===== src/rtl/moonbase_bus_responder.sv =====
// Bus responder for a nibble-serial CPU: a 12-bit address latch, a nibble-pair
// memory with a side preload port, four 8-bit output ports and four synchronized 2-bit inputs.
module moonbase_bus_responder #(
    parameter int MEM_AW = 8
) (
    input  logic              clk,
    input  logic              reset,
    input  logic [7:0]        bus_in,
    output logic [3:0]        ram_out,
    output logic [1:0]        dev_out,
    input  logic [7:0]        gpio_in,
    output logic [31:0]       gpio_out,
    output logic [3:0]        dev_wr_pulse,
    input  logic              ld_en,
    input  logic [MEM_AW-1:0] ld_addr,
    input  logic [7:0]        ld_data
);

    localparam int DEPTH = 1 << MEM_AW;

    typedef struct packed {
        logic       strobe;
        logic       nibble;
        logic       ram_we_n;
        logic       dev_we_n;
        logic [3:0] data;
    } bus_word_t;

    bus_word_t         bus;
    logic [11:0]       lat_q, lat_d;
    logic [3:0][7:0]   port_q, port_d;
    logic [3:0]        pulse_q, pulse_d;
    logic [7:0]        sync1_q, sync2_q;
    logic [3:0]        mem_hi [DEPTH];
    logic [3:0]        mem_lo [DEPTH];
    logic [MEM_AW-1:0] mem_idx;
    logic [1:0]        port_sel;
    logic              ram_wr;
    logic              dev_wr;
    logic              lat_hi_unused;

    assign bus      = bus_word_t'(bus_in);
    assign mem_idx  = lat_q[MEM_AW-1:0];
    assign port_sel = lat_q[1:0];
    assign ram_wr   = !bus.strobe && !bus.ram_we_n && !reset;
    assign dev_wr   = !bus.strobe && !bus.dev_we_n;

    // Upper latch bits only exist so the CPU can drive them; memory aliases over them.
    assign lat_hi_unused = ^lat_q[11:MEM_AW];

    always_comb begin
        // NOTE: every variable gets a default first so no path leaves it unassigned (no latch).
        lat_d = lat_q;
        if (bus.strobe) begin
            if (bus.nibble) begin
                lat_d[11:6] = bus_in[5:0];
            end else begin
                lat_d[5:0] = bus_in[5:0];
            end
        end
    end

    always_comb begin
        port_d  = port_q;
        pulse_d = '0;
        if (dev_wr) begin
            if (bus.nibble) begin
                port_d[port_sel][3:0] = bus.data;
                pulse_d[port_sel]     = 1'b1;
            end else begin
                port_d[port_sel][7:4] = bus.data;
            end
        end
    end

    always_ff @(posedge clk or posedge reset) begin
        if (reset) begin
            // NOTE: sequential state uses non-blocking assignments so all flops update together.
            lat_q   <= '0;
            port_q  <= '0;
            pulse_q <= '0;
            sync1_q <= '0;
            sync2_q <= '0;
        end else begin
            lat_q   <= lat_d;
            port_q  <= port_d;
            pulse_q <= pulse_d;
            sync1_q <= gpio_in;
            sync2_q <= sync1_q;
        end
    end

    // NOTE: memory has no reset so preloaded contents survive reset and it can map to RAM.
    // The preload is assigned last so it overrides a bus write to the same byte.
    always_ff @(posedge clk) begin
        if (ram_wr) begin
            if (bus.nibble) begin
                mem_lo[mem_idx] <= bus.data;
            end else begin
                mem_hi[mem_idx] <= bus.data;
            end
        end
        if (ld_en) begin
            mem_hi[ld_addr] <= ld_data[7:4];
            mem_lo[ld_addr] <= ld_data[3:0];
        end
    end

    assign ram_out      = bus.nibble ? mem_lo[mem_idx] : mem_hi[mem_idx];
    assign dev_out      = sync2_q[{port_sel, 1'b0} +: 2];
    assign gpio_out     = port_q;
    assign dev_wr_pulse = pulse_q;

endmodule

===== config.mk =====
export PLATFORM = sky130hd
export DESIGN_NAME = moonbase_bus_responder
export DESIGN_NICKNAME = d
export VERILOG_FILES = /design/src/rtl/moonbase_bus_responder.sv
export SDC_FILE = /design/constraint.sdc
export NUM_CORES = 2
export LEC_CHECK = 0
export CAP_MARGIN = 10
export CORE_ASPECT_RATIO = 2
export CORE_UTILIZATION = 51
export DETAILED_ROUTE_END_ITERATION = 16
export PLACE_DENSITY = 0.67
export SETUP_SLACK_MARGIN = 0.2
export SYNTH_ARGS = -nofsm -noshare
export SYNTH_HDL_FRONTEND = slang
export SYNTH_SLANG_ARGS = --single-unit

===== constraint.sdc =====
create_clock -name clk -period 6.6 [get_ports clk]
set_input_delay 1.65 -clock clk [delete_from_list [all_inputs] [get_ports clk]]
set_output_delay 1.65 -clock clk [all_outputs]
set_load 0.005 [all_outputs]

==> out/metrics.yaml <==
drt:
  ant_nets: 0
  vias: 84073
  drcViolationCount: 0
  drtIter0Drc: 13668
  first_pass_iters: 9
  routed_wl_mm: 445
  viasPerCell: 6.97
  routedWlPerCell_microns: 36.9
placed_design:
  hpwlAfterDp_mm: 281
  place.gp.congestion: 1.10
  io_buffer_count: 76
setup_path:
  slowest_stage: "a41oi_1"
  reg2reg_from: "lat_q[0]"
  worstPathMaxFanout: 9
  critPathBufInv: 3
  critPathMaxStageDelay_ns: 0.71
  path_delay_family: "compound AO/OA/AOI/OAI gates"
  end_kind: "output pin"
  cp_data_required_time_ns: 4.95
  rr_worst_depth: 6
  path_cells: "buf_12, buf_4, or3b_2, o22ai_1, a211oi_1, nand2_1, a41oi_1, o32a_1, clkdlybuf4s50_1"
  critPathArrivalTime_ns: 4.91
  timing.rr.end: "mem_lo[192][3]"
  reg2reg_slack_ns: 2.08
  path_class: "register to output pin"
  critPathLaunchType: "register"
sta:
  hold_violations: 0
  tns_ns: 0
  post-route-period-util_pct: 99.4
  fin_worst_skew_ns: 0.0551
  fin_crit_ns: 6.56
  slew_violations: 0
  rsz0062_at_grt: "yes"
  finalSetupViolCount: 0
  max_slew_margin_pct: 5.99
  clock.fmax_mhz: 152
  tightest_slew_ns: 1.41
floorplan:
  die_height_microns: 651
  io_pins: 77
  die_w_microns: 327
  rows: 238
  dieArea_sq_um: 213000
  core_area_sq_um: 210000
  initial_core_util_pct: 51.3
yosys:
  netlist_area_sq_um: 108000
  synth.distinct_cells: 68
  syn_area_per_cell_sq_um: 11.6
  async_reset_ff_share_pct: 2.85
  seq_area_frac_synth_pct: 58.6
  yosys_warnings: 0
  synth_top_flop_cell: "edfxtp_1"
  syn_inst: 9295
  ys_seq_elements: 2108
  synth_edf_count: 2048
  synth_nets: 9330
cts:
  cts.reportedPaths.clkPinSlew_ns: 0.07
  cts_sinks: 2108
  cts_buffer_depth: 4
  htree_levels: 4
  clk_latency_ns: 0.89
  numCtsBuffers: 191
  cts_tree: "done"
  cts_root_buffer: "clkbuf_16"
global_routing:
  gr-total-overflow: 0
  grt_max_degree: 133
  first_global_vias: 80196
  track_usage_pct: 41.5
  antenna_found_initial: 38
  grt_pass1_wl_mm: 614
pwr:
  ir_worst_vdd_v: 0.000233
  pwr_density_cell_nw_per_um2: 270
  p_leak_uw: 0.0418
outcome:
  status: "finished, final reports clean"
hold_path:
  hold_start: "sync1_q[0]"
  holdPathEnd: "sync2_q[0]"
  hp-class: "register to register"
  hold_depth: 0
cells_and_area:
  nets: 9145
  syn_to_final_growth_pct: 9.84
  fin_util_pct: 56.3
  n_fill_cell: 17112
  drive_above_1_share_pct: 19.6
  final_cell_mix: "nand2_1, edfxtp_1, mux2_2, o21ai_0, mux4_2"
  final_common_cell: "nand2_1"
run:
  drv_cap: 0
==> sequential cells by signal, indices dropped and copies added, names as in the netlist <==
signal        flops
gpio_out         32
sync1_q           8
sync2_q           8
mem_lo         1024
lat_q             8
dev_wr_pulse      4
mem_hi         1024
==> worst max-delay path by stage <==
stage	startpoint	end	depth (start not counted)
after detailed placement	lat_q[1]	ram_out[3]	10
after global placement	lat_q[1]	ram_out[3]	10
final	lat_q[1]	ram_out[1]	9
after CTS	lat_q[3]	ram_out[1]	10
after global routing	lat_q[1]	ram_out[2]	9
after floorplan	bus_in[6]	ram_out[2]	4
==> routing by layer <==
layer  global-route usage, %  wire [microns]  vias to the layer above
li1                        -               -                    33040
met1                    44.4          125000                    40489
met2                    64.6          205000                     8140
met3                    12.5           60600                     2384
met4                    40.1           53700                       20
met5                  0.0686             135                        -
==> synth_stat cells (5+ instances only) <==
master	instances	area share, %
a211oi_1	21	0.15
edfxtp_1	2048	57
nand2b_1	17	0.099
nand3_1	34	0.16
o221ai_1	8	0.065
buf_6	29	0.30
nor2b_1	24	0.14
buf_1	57	0.20
mux4_1	9	0.22
nand4_1	11	0.064
a21oi_1	39	0.18
clkbuf_1	508	1.8
a31oi_1	15	0.087
a22oi_1	91	0.64
nor2_1	222	0.78
inv_1	6	0.021
buf_4	46	0.32
mux2i_1	101	0.94
buf_2	70	0.33
a32oi_1	9	0.073
mux2_2	682	7.1
nand2_1	3978	14
nor3_1	28	0.13
dfrtp_1	60	1.4
nor2_2	10	0.058
o22ai_1	67	0.39
mux4_2	476	10
a311oi_1	7	0.057
nor4_1	5	0.029
o211ai_1	5	0.035
o21ai_0	526	2.4
a221oi_1	10	0.081
==> report_power, final <==
group	switching [uW]	internal [uW]	leakage, uW
clock network	5270	6470	0.00303
logic	3540	1780	0.0196
registers	84.8	14800	0.0191
==> cells by family after synthesis <==
| family | after synthesis | share of synthesized area (%) |
|---|---|---|
| and+or+nand+nor | 4363 | 15.6 |
| AOI/OAI and AO/OA | 834 | 4.51 |
| buffers and inverters | 722 | 3.04 |
| muxes | 1268 | 18.3 |
| DFF | 2108 | 58.6 |
==> cell type report <==
type / count / area, sq um / area share, %
clock inverter: 116 / 1250 / 1.06
tap: 2760 / 3450 / 2.92
antenna: 53 / 133 / 0.112
inverter: 7 / 27.5 / 0.0233
sequential: 2108 / 63000 / 53.4
clock buffer: 221 / 5030 / 4.26
multi-input combinational: 6465 / 41700 / 35.3
timing repair buffer: 337 / 3460 / 2.93
==> through the flow <==
stage	worst slack [ns]	total power (uW)	area, sq um	hold slack (ns)	instances
floorplan	2.44	17800	108000	0.331	9295
global placement	0.649	19900	111000	0.335	11643
detailed placement	0.674	20000	111000	0.337	11643
CTS	0.261	31400	118000	0.351	11994
global route	0.200	32200	118000	0.359	12016
finish	0.0390	31900	118000	0.348	12067
==> repair_timing <==
| action | CTS | global route |
|---|---|---|
| gates cloned | 0 | 2 |
| resized for setup | 14 | 21 |
| setup endpoints to repair | 4 | 4 |
| hold buffers | 0 | 0 |
| buffers inserted | 14 | 14 |
| pin swaps | 0 | 1 |
| endpoints found under the hold margin | 0 | 0 |
No activity file was read; power rests on OpenSTA's default activity.
